## src/rtl/xadc_pkg.sv

```systemverilog
// Shared constants for the XADC scan/average block: channel map, DRP register
// addresses, Config1 sequencer mode and the scan state encoding.
package xadc_pkg;

  localparam logic [6:0] ADDR_CFG0       = 7'h40;
  localparam logic [6:0] ADDR_CFG1       = 7'h41;
  // Config1 SEQ[3:0] value selecting single-channel mode
  localparam logic [3:0] CFG1_SEQ_SINGLE = 4'b0011;

  typedef struct packed {
    logic [4:0] addr;  // XADC channel / data register address
    logic [3:0] mux;   // external analog mux code
  } ch_entry_t;

  // Logical channel i -> auxiliary input VAUX[i], external mux position i
  localparam ch_entry_t CH_TABLE [16] = '{
    '{addr: 5'h10, mux: 4'd0},  '{addr: 5'h11, mux: 4'd1},
    '{addr: 5'h12, mux: 4'd2},  '{addr: 5'h13, mux: 4'd3},
    '{addr: 5'h14, mux: 4'd4},  '{addr: 5'h15, mux: 4'd5},
    '{addr: 5'h16, mux: 4'd6},  '{addr: 5'h17, mux: 4'd7},
    '{addr: 5'h18, mux: 4'd8},  '{addr: 5'h19, mux: 4'd9},
    '{addr: 5'h1A, mux: 4'd10}, '{addr: 5'h1B, mux: 4'd11},
    '{addr: 5'h1C, mux: 4'd12}, '{addr: 5'h1D, mux: 4'd13},
    '{addr: 5'h1E, mux: 4'd14}, '{addr: 5'h1F, mux: 4'd15}
  };

  typedef enum logic [3:0] {
    IDLE, CFG1_RD, CFG1_WR, SEL_CH, CFG0_RD, CFG0_WR,
    SETTLE, CONV, WAIT_EOC, RD_DATA, EMIT, DONE
  } state_t;

endpackage

```

## src/rtl/xadc_drp_master.sv

```systemverilog
// Single-outstanding DRP transaction engine: one-cycle den strobe, then waits
// for drdy or gives up after DRP_TMO cycles.
module xadc_drp_master #(
  parameter int unsigned DRP_TMO = 255
) (
  input  logic        clk200,
  input  logic        rst,
  input  logic        req,
  input  logic        we,
  input  logic [6:0]  addr,
  input  logic [15:0] wdata,
  output logic        done,
  output logic [15:0] rdata,
  output logic        timeout,
  output logic        den,
  output logic        dwe,
  output logic [6:0]  daddr,
  output logic [15:0] di,
  input  logic        drdy,
  input  logic [15:0] do_out
);

  localparam int unsigned TW = (DRP_TMO > 1) ? $clog2(DRP_TMO + 1) : 1;

  logic          waiting;
  logic [TW-1:0] tmo_cnt;

  // Issue strobe, then track drdy / timeout for the one outstanding access
  always_ff @(posedge clk200) begin
    if (rst) begin
      waiting <= 1'b0;
      tmo_cnt <= '0;
      den     <= 1'b0;
      dwe     <= 1'b0;
      daddr   <= '0;
      di      <= '0;
      done    <= 1'b0;
      rdata   <= '0;
      timeout <= 1'b0;
    end else begin
      den     <= 1'b0;
      dwe     <= 1'b0;
      daddr   <= '0;
      di      <= '0;
      done    <= 1'b0;
      timeout <= 1'b0;
      if (!waiting) begin
        if (req) begin
          den     <= 1'b1;
          dwe     <= we;
          daddr   <= addr;
          di      <= we ? wdata : '0;
          waiting <= 1'b1;
          tmo_cnt <= '0;
        end
      end else if (drdy) begin
        done    <= 1'b1;
        rdata   <= do_out;
        waiting <= 1'b0;
      end else if (tmo_cnt == TW'(DRP_TMO - 1)) begin
        timeout <= 1'b1;
        waiting <= 1'b0;
      end else begin
        tmo_cnt <= tmo_cnt + 1'b1;
      end
    end
  end

endmodule

```

## src/rtl/xadc_scan_avg.sv

```systemverilog
// Scans the enabled logical channels through the XADC in single-channel mode,
// averaging 2^AVG_LOG2 conversions per channel and emitting one result each.
module xadc_scan_avg
  import xadc_pkg::*;
#(
  parameter int unsigned N_CH       = 8,
  parameter int unsigned AVG_LOG2   = 2,
  parameter int unsigned SETTLE_CYC = 64,
  parameter int unsigned DRP_TMO    = 255
) (
  input  logic            clk200,
  input  logic            rst,
  input  logic            start,
  input  logic [N_CH-1:0] ch_mask,
  input  logic            busy_xadc,
  input  logic            eoc,
  input  logic [4:0]      channel,
  input  logic            drdy,
  input  logic [15:0]     do_out,
  output logic [6:0]      daddr,
  output logic            den,
  output logic            dwe,
  output logic [15:0]     di,
  output logic            convst,
  output logic [3:0]      mux_select,
  output logic            res_valid,
  output logic [3:0]      res_ch,
  output logic [11:0]     res_data,
  output logic            busy,
  output logic            done,
  output logic            err
);

  localparam int unsigned ACC_W = 12 + AVG_LOG2;
  localparam int unsigned SW    = (SETTLE_CYC > 1) ? $clog2(SETTLE_CYC + 1) : 1;
  localparam logic [4:0]  LAST_SAMP = 5'((1 << AVG_LOG2) - 1);

  state_t            state, nstate;
  logic              start_d, start_rise;
  logic [N_CH-1:0]   pend_mask, sel_oh;
  logic [3:0]        sel_idx, ch_idx;
  logic              sel_found;
  logic              first_done;
  logic [15:0]       cfg_data;
  logic [ACC_W-1:0]  acc;
  logic [4:0]        samp_cnt;
  logic [SW-1:0]     settle_cnt;
  logic              drp_pending;
  logic [4:0]        cur_addr;

  logic              drp_req, drp_we, drp_done, drp_timeout;
  logic [6:0]        drp_addr;
  logic [15:0]       drp_wdata, drp_rdata;

  assign start_rise = start & ~start_d;
  assign cur_addr   = CH_TABLE[ch_idx].addr;

  xadc_drp_master #(.DRP_TMO(DRP_TMO)) u_drp (
    .clk200  (clk200),
    .rst     (rst),
    .req     (drp_req),
    .we      (drp_we),
    .addr    (drp_addr),
    .wdata   (drp_wdata),
    .done    (drp_done),
    .rdata   (drp_rdata),
    .timeout (drp_timeout),
    .den     (den),
    .dwe     (dwe),
    .daddr   (daddr),
    .di      (di),
    .drdy    (drdy),
    .do_out  (do_out)
  );

  // Lowest pending channel, so disabled channels cost no cycles
  always_comb begin
    sel_idx   = '0;
    sel_oh    = '0;
    sel_found = 1'b0;
    for (int unsigned i = 0; i < N_CH; i++) begin
      if (pend_mask[i] && !sel_found) begin
        sel_idx   = 4'(i);
        sel_oh[i] = 1'b1;
        sel_found = 1'b1;
      end
    end
  end

  // State register
  always_ff @(posedge clk200) begin
    if (rst) state <= IDLE;
    else     state <= nstate;
  end

  // Next-state logic; any DRP timeout aborts straight to DONE
  always_comb begin
    nstate = state;
    case (state)
      IDLE:     if (start_rise)
                  nstate = (ch_mask == '0) ? DONE : (first_done ? SEL_CH : CFG1_RD);
      CFG1_RD:  if (drp_timeout) nstate = DONE; else if (drp_done) nstate = CFG1_WR;
      CFG1_WR:  if (drp_timeout) nstate = DONE; else if (drp_done) nstate = SEL_CH;
      SEL_CH:   nstate = CFG0_RD;
      CFG0_RD:  if (drp_timeout) nstate = DONE; else if (drp_done) nstate = CFG0_WR;
      CFG0_WR:  if (drp_timeout) nstate = DONE; else if (drp_done) nstate = SETTLE;
      SETTLE:   if (!busy_xadc && settle_cnt == SW'(SETTLE_CYC - 1)) nstate = CONV;
      CONV:     if (!busy_xadc) nstate = WAIT_EOC;
      WAIT_EOC: if (eoc) nstate = (channel == cur_addr) ? RD_DATA : CONV;
      RD_DATA:  if (drp_timeout) nstate = DONE;
                else if (drp_done) nstate = (samp_cnt == LAST_SAMP) ? EMIT : CONV;
      EMIT:     nstate = (pend_mask != '0) ? SEL_CH : DONE;
      DONE:     nstate = IDLE;
      default:  nstate = IDLE;
    endcase
  end

  // Output decode; DRP requests are gated so each state issues exactly one
  always_comb begin
    drp_req   = 1'b0;
    drp_we    = 1'b0;
    drp_addr  = '0;
    drp_wdata = '0;
    convst    = 1'b0;
    res_valid = 1'b0;
    res_ch    = '0;
    res_data  = '0;
    done      = 1'b0;
    busy      = (state != IDLE);
    case (state)
      CFG1_RD: begin
        drp_req  = !drp_pending;
        drp_addr = ADDR_CFG1;
      end
      CFG1_WR: begin
        drp_req   = !drp_pending;
        drp_we    = 1'b1;
        drp_addr  = ADDR_CFG1;
        drp_wdata = {CFG1_SEQ_SINGLE, cfg_data[11:0]};
      end
      CFG0_RD: begin
        drp_req  = !drp_pending;
        drp_addr = ADDR_CFG0;
      end
      CFG0_WR: begin
        drp_req   = !drp_pending;
        drp_we    = 1'b1;
        drp_addr  = ADDR_CFG0;
        drp_wdata = {cfg_data[15:5], cur_addr};
      end
      CONV:    convst = !busy_xadc;
      RD_DATA: begin
        drp_req  = !drp_pending;
        drp_addr = {2'b00, cur_addr};
      end
      EMIT: begin
        res_valid = 1'b1;
        res_ch    = ch_idx;
        res_data  = acc[AVG_LOG2 +: 12];
      end
      DONE:    done = 1'b1;
      default: ;
    endcase
  end

  // Scan datapath: channel bookkeeping, register shadows, settle and averaging
  always_ff @(posedge clk200) begin
    if (rst) begin
      start_d     <= 1'b0;
      pend_mask   <= '0;
      ch_idx      <= '0;
      first_done  <= 1'b0;
      cfg_data    <= '0;
      acc         <= '0;
      samp_cnt    <= '0;
      settle_cnt  <= '0;
      drp_pending <= 1'b0;
      mux_select  <= '0;
      err         <= 1'b0;
    end else begin
      start_d <= start;
      if (drp_req)                         drp_pending <= 1'b1;
      else if (drp_done || drp_timeout)    drp_pending <= 1'b0;
      if (drp_timeout) err <= 1'b1;
      case (state)
        IDLE: begin
          acc      <= '0;
          samp_cnt <= '0;
          if (start_rise) pend_mask <= ch_mask;
        end
        CFG1_RD, CFG0_RD: if (drp_done) cfg_data <= drp_rdata;
        CFG1_WR: if (drp_done) first_done <= 1'b1;
        SEL_CH: begin
          ch_idx    <= sel_idx;
          pend_mask <= pend_mask & ~sel_oh;
        end
        CFG0_WR: if (drp_done) begin
          mux_select <= CH_TABLE[ch_idx].mux;
          settle_cnt <= '0;
        end
        // Settling must be uninterrupted: XADC activity restarts the count
        SETTLE: settle_cnt <= busy_xadc ? '0 : settle_cnt + 1'b1;
        RD_DATA: if (drp_done) begin
          acc      <= acc + ACC_W'(drp_rdata[15:4]);
          samp_cnt <= samp_cnt + 1'b1;
        end
        EMIT: begin
          acc      <= '0;
          samp_cnt <= '0;
        end
        default: ;
      endcase
    end
  end

endmodule

```

## config.mk

```make
export PLATFORM = sky130hd
export DESIGN_NAME = xadc_scan_avg
export DESIGN_NICKNAME = d
export VERILOG_FILES = /design/src/rtl/xadc_pkg.sv /design/src/rtl/xadc_drp_master.sv /design/src/rtl/xadc_scan_avg.sv
export SDC_FILE = /design/constraint.sdc
export NUM_CORES = 1
export LEC_CHECK = 0
export ABC_AREA = 1
export CAP_MARGIN = 10
export CORE_MARGIN = 1
export CORE_UTILIZATION = 45
export CTS_BUF_LIST = sky130_fd_sc_hd__clkbuf_2
export DETAILED_ROUTE_END_ITERATION = 16
export PLACE_DENSITY = 0.76
export SLEW_MARGIN = 20
export SYNTH_ARGS = -nofsm -noshare
export SYNTH_HDL_FRONTEND = slang
export SYNTH_SLANG_ARGS = --single-unit
```

## constraint.sdc

```tcl
create_clock -name clk200 -period 2.2 [get_ports clk200]
set_input_delay 0.66 -clock clk200 [delete_from_list [all_inputs] [get_ports clk200]]
set_output_delay 0.66 -clock clk200 [all_outputs]
set_load 0.1 [all_outputs]
```

==> flow_metrics.env <==
export IMPL_crit_path_end_kind="primary output"
export IMPL_multi_input_area_um2=2950
export IMPL_dr_first_iter_drc_count=401
export IMPL_die_h_um=113
export IMPL_cp_max_fo=6
export IMPL_synth_common_cells="nand2_1, nor2_1, dfxtp_1"
export IMPL_synth_most_common_cell="nand2_1"
export IMPL_finalNetCount=963
export IMPL_coreArea_um2=12000
export IMPL_final_setup_tns_ps=-4970
export IMPL_gp_congestion=0.894
export IMPL_cts_made_buffers=17
export IMPL_h_tree_depth=4
export IMPL_syn_to_final_growth_pct=30.0
export IMPL_numClockSinks=114
export IMPL_seq_area_um2=2290
export IMPL_ios=85
export IMPL_netlist_area_um2=5540
export IMPL_rsz0062_at_grt="true"
export IMPL_antenna_found_initial=0
export IMPL_drive_gt1_frac=0.187
export IMPL_final_cells=1071
export IMPL_nFillCells=1111
export IMPL_maxCapViolations=0
export IMPL_grt_use_met3=0.0536
export IMPL_p_per_area_nw_per_um2=762
export IMPL_relSlewSlack=0.589
export IMPL_ys_warn_count=0
export IMPL_rows=40
export IMPL_synth_edff_count=0
export IMPL_ys_seq_area_frac=0.412
export IMPL_grt_max_degree=49
export IMPL_failed_checks="negative setup slack"
export IMPL_grt_pass1_wl_um=22300
export IMPL_min_period_over_period=1.14
export IMPL_crit_arrival_ps=1840
export IMPL_start_kind="register"
export IMPL_netlist_instances=805
export IMPL_vdd_ir_drop_max_mv=0.863
export IMPL_groute_usage_overall=0.223
export IMPL_finalHoldViolCount=0
export IMPL_path_clk_slew_ps=180
export IMPL_grtUsageMet1=0.294
export IMPL_clk_path_buf_depth=2
export IMPL_grt_pass1_vias=4770
export IMPL_ys_flop_type="dfxtp_1"
export IMPL_viasPerCell=5.04
export IMPL_crit_chain="inv_4 > nor2_4 > nand2_4 > buf_12 > nor2_4 > buf_12"
export IMPL_io_buffer_count=80
export IMPL_ys_seq_elements=114
export IMPL_drc=0
export IMPL_hold_class="register to register"
export IMPL_setup_slack_ps=-302
export IMPL_synth_largest_area_cell="dfxtp_1"
export IMPL_dp_cells=1025
export IMPL_finalWirelength_um=13800
export IMPL_die_w_um=113
export IMPL_grt_overflow_total=0
export IMPL_utilization=0.599
export IMPL_cp_required_ps=1540
export IMPL_cp_slowest_cell="dfxtp_2"
export IMPL_fmax_ghz=0.400
export IMPL_setup_viol=19
export IMPL_timing_final_max_slew_violations=0
export IMPL_min_period_ps=2500
export IMPL_async_flop_share=0
export IMPL_cts_tree="yes"
export IMPL_fin_skew_ps=24.4
export IMPL_synth_distinct_cells=41
export IMPL_synth_area_per_cell_um2=6.88
export IMPL_vias=5399
export IMPL_cts_root_buf="clkbuf_2"
export IMPL_insertion_delay_ps=700
export IMPL_routedWlPerCell_um=12.9
export IMPL_critical_path_max_stage_delay_ps=390
export IMPL_diodes=0
export IMPL_start_util=0.461
export IMPL_worst_pin_slew_ps=616
export IMPL_status="complete, but fails checks"
export IMPL_use_met2=0.356
export IMPL_firstDrtPassIters=5
export IMPL_leakage_nw=3.07
export IMPL_dp_hpwl_um=9920
export IMPL_synthTopCellsByArea="dfxtp_1, nand2_1, nor2_1"
export IMPL_hold_buffers=0
export IMPL_crit_type="register to primary output"
export IMPL_dp_slack_ps=30.9
export IMPL_die_area_um2=12800
export IMPL_synth_top_area_share=0.412
export IMPL_busiest_layer="met2"
export IMPL_ant_nets=0
[cell families after synthesis]
| family | count (synthesis) | share of synthesized area |
|---|---|---|
| simple gates | 395 | 0.307 |
| compound gates | 149 | 0.140 |
| buf+inv | 121 | 0.0879 |
| flops | 114 | 0.412 |
| fa+ha+maj | 17 | 0.0398 |
| xor+xnor | 8 | 0.0127 |
| other cells | 1 | 0.000677 |
[repair_timing]
item,in CTS,in global routing
endpoints found under the setup margin,19,19
gates resized for setup,45,2
buffers inserted,12,2
pin swaps,8,3
gates cloned,1,0
[area by class of cell]
type,count,area share
Timing Repair Buffer,108,0.165
Clock buffer,17,0.0118
Inverter,97,0.0518
Sequential cell,114,0.318
Tap cell,147,0.0256
Clock inverter,15,0.0167
Multi-Input combinational cell,573,0.410
[report_power, final]
part | internal [mW] | leakage (nW) | switching (mW)
clock network | 0.390 | 0.114 | 0.846
logic | 0.610 | 2.03 | 1.25
registers | 2.24 | 0.924 | 0.152
total | 3.24 | 3.07 | 2.24
[layer usage]
metal  wire length, um  vias up
li1                  -     2796
met1              6520     2431
met2              6260      157
met3               805       15
met4               178        0
met5                 0        -
[state kept, by name (all words and copies together) (netlist names), 3 cells and up]
| name | count |
|---|---|
| cfg_data | 16 |
| u_drp.di | 16 |
| u_drp.rdata | 16 |
| acc | 14 |
| pend_mask | 8 |
| u_drp.tmo_cnt | 8 |
| settle_cnt | 7 |
| samp_cnt | 5 |
| u_drp.daddr | 5 |
| state | 4 |
| ch_idx | 3 |
| mux_select | 3 |
[per-stage QoR]
step	power [mW]	instance area [um^2]	hold slack, ps
floorplan	3.63	5620	419
finish	5.48	7200	454
CTS	5.46	7180	431
global placement	4.09	6730	434
global route	5.78	7200	440
detailed placement	4.12	6730	436
[cells in the final DEF (no fill, tap or decap), types with 7 or more instances in the layout]
master	netlist	layout
nand4_1	9	9
nor2_4	3	21
inv_2	7	10
clkdlybuf4s50_1	0	34
nand2_1	168	164
nand3_1	45	45
ha_1	16	16
nor2_2	14	15
o21ai_0	55	55
buf_4	4	49
clkbuf_2	1	17
nor2_1	136	117
buf_12	0	21
a21oi_1	78	78
nand2_4	2	7
dfxtp_1	114	110
inv_1	89	83
[path summary, 6_finish.rpt]
path	slack [ps]	to	start	cells after the start
worst max-delay path	-300	res_data[3]	state[1]$_SDFFE_PP0P_	6
worst min-delay path	450	u_drp.di[11]$_SDFF_PP0_	cfg_data[11]$_SDFFE_PP0P_	2
worst max register to register	190	acc[12]$_SDFFE_PP0P_	u_drp.rdata[4]$_SDFFE_PP0P_	13
worst min register to register	450	u_drp.di[11]$_SDFF_PP0_	cfg_data[11]$_SDFFE_PP0P_	2
[critical path, delay by kind of cell, from the launching register on]
family        cells  cell delay (ps)
flops             1              390
simple gates      3              350
buf+inv           3              400
Note: power is estimated with default switching activity, not from simulation.
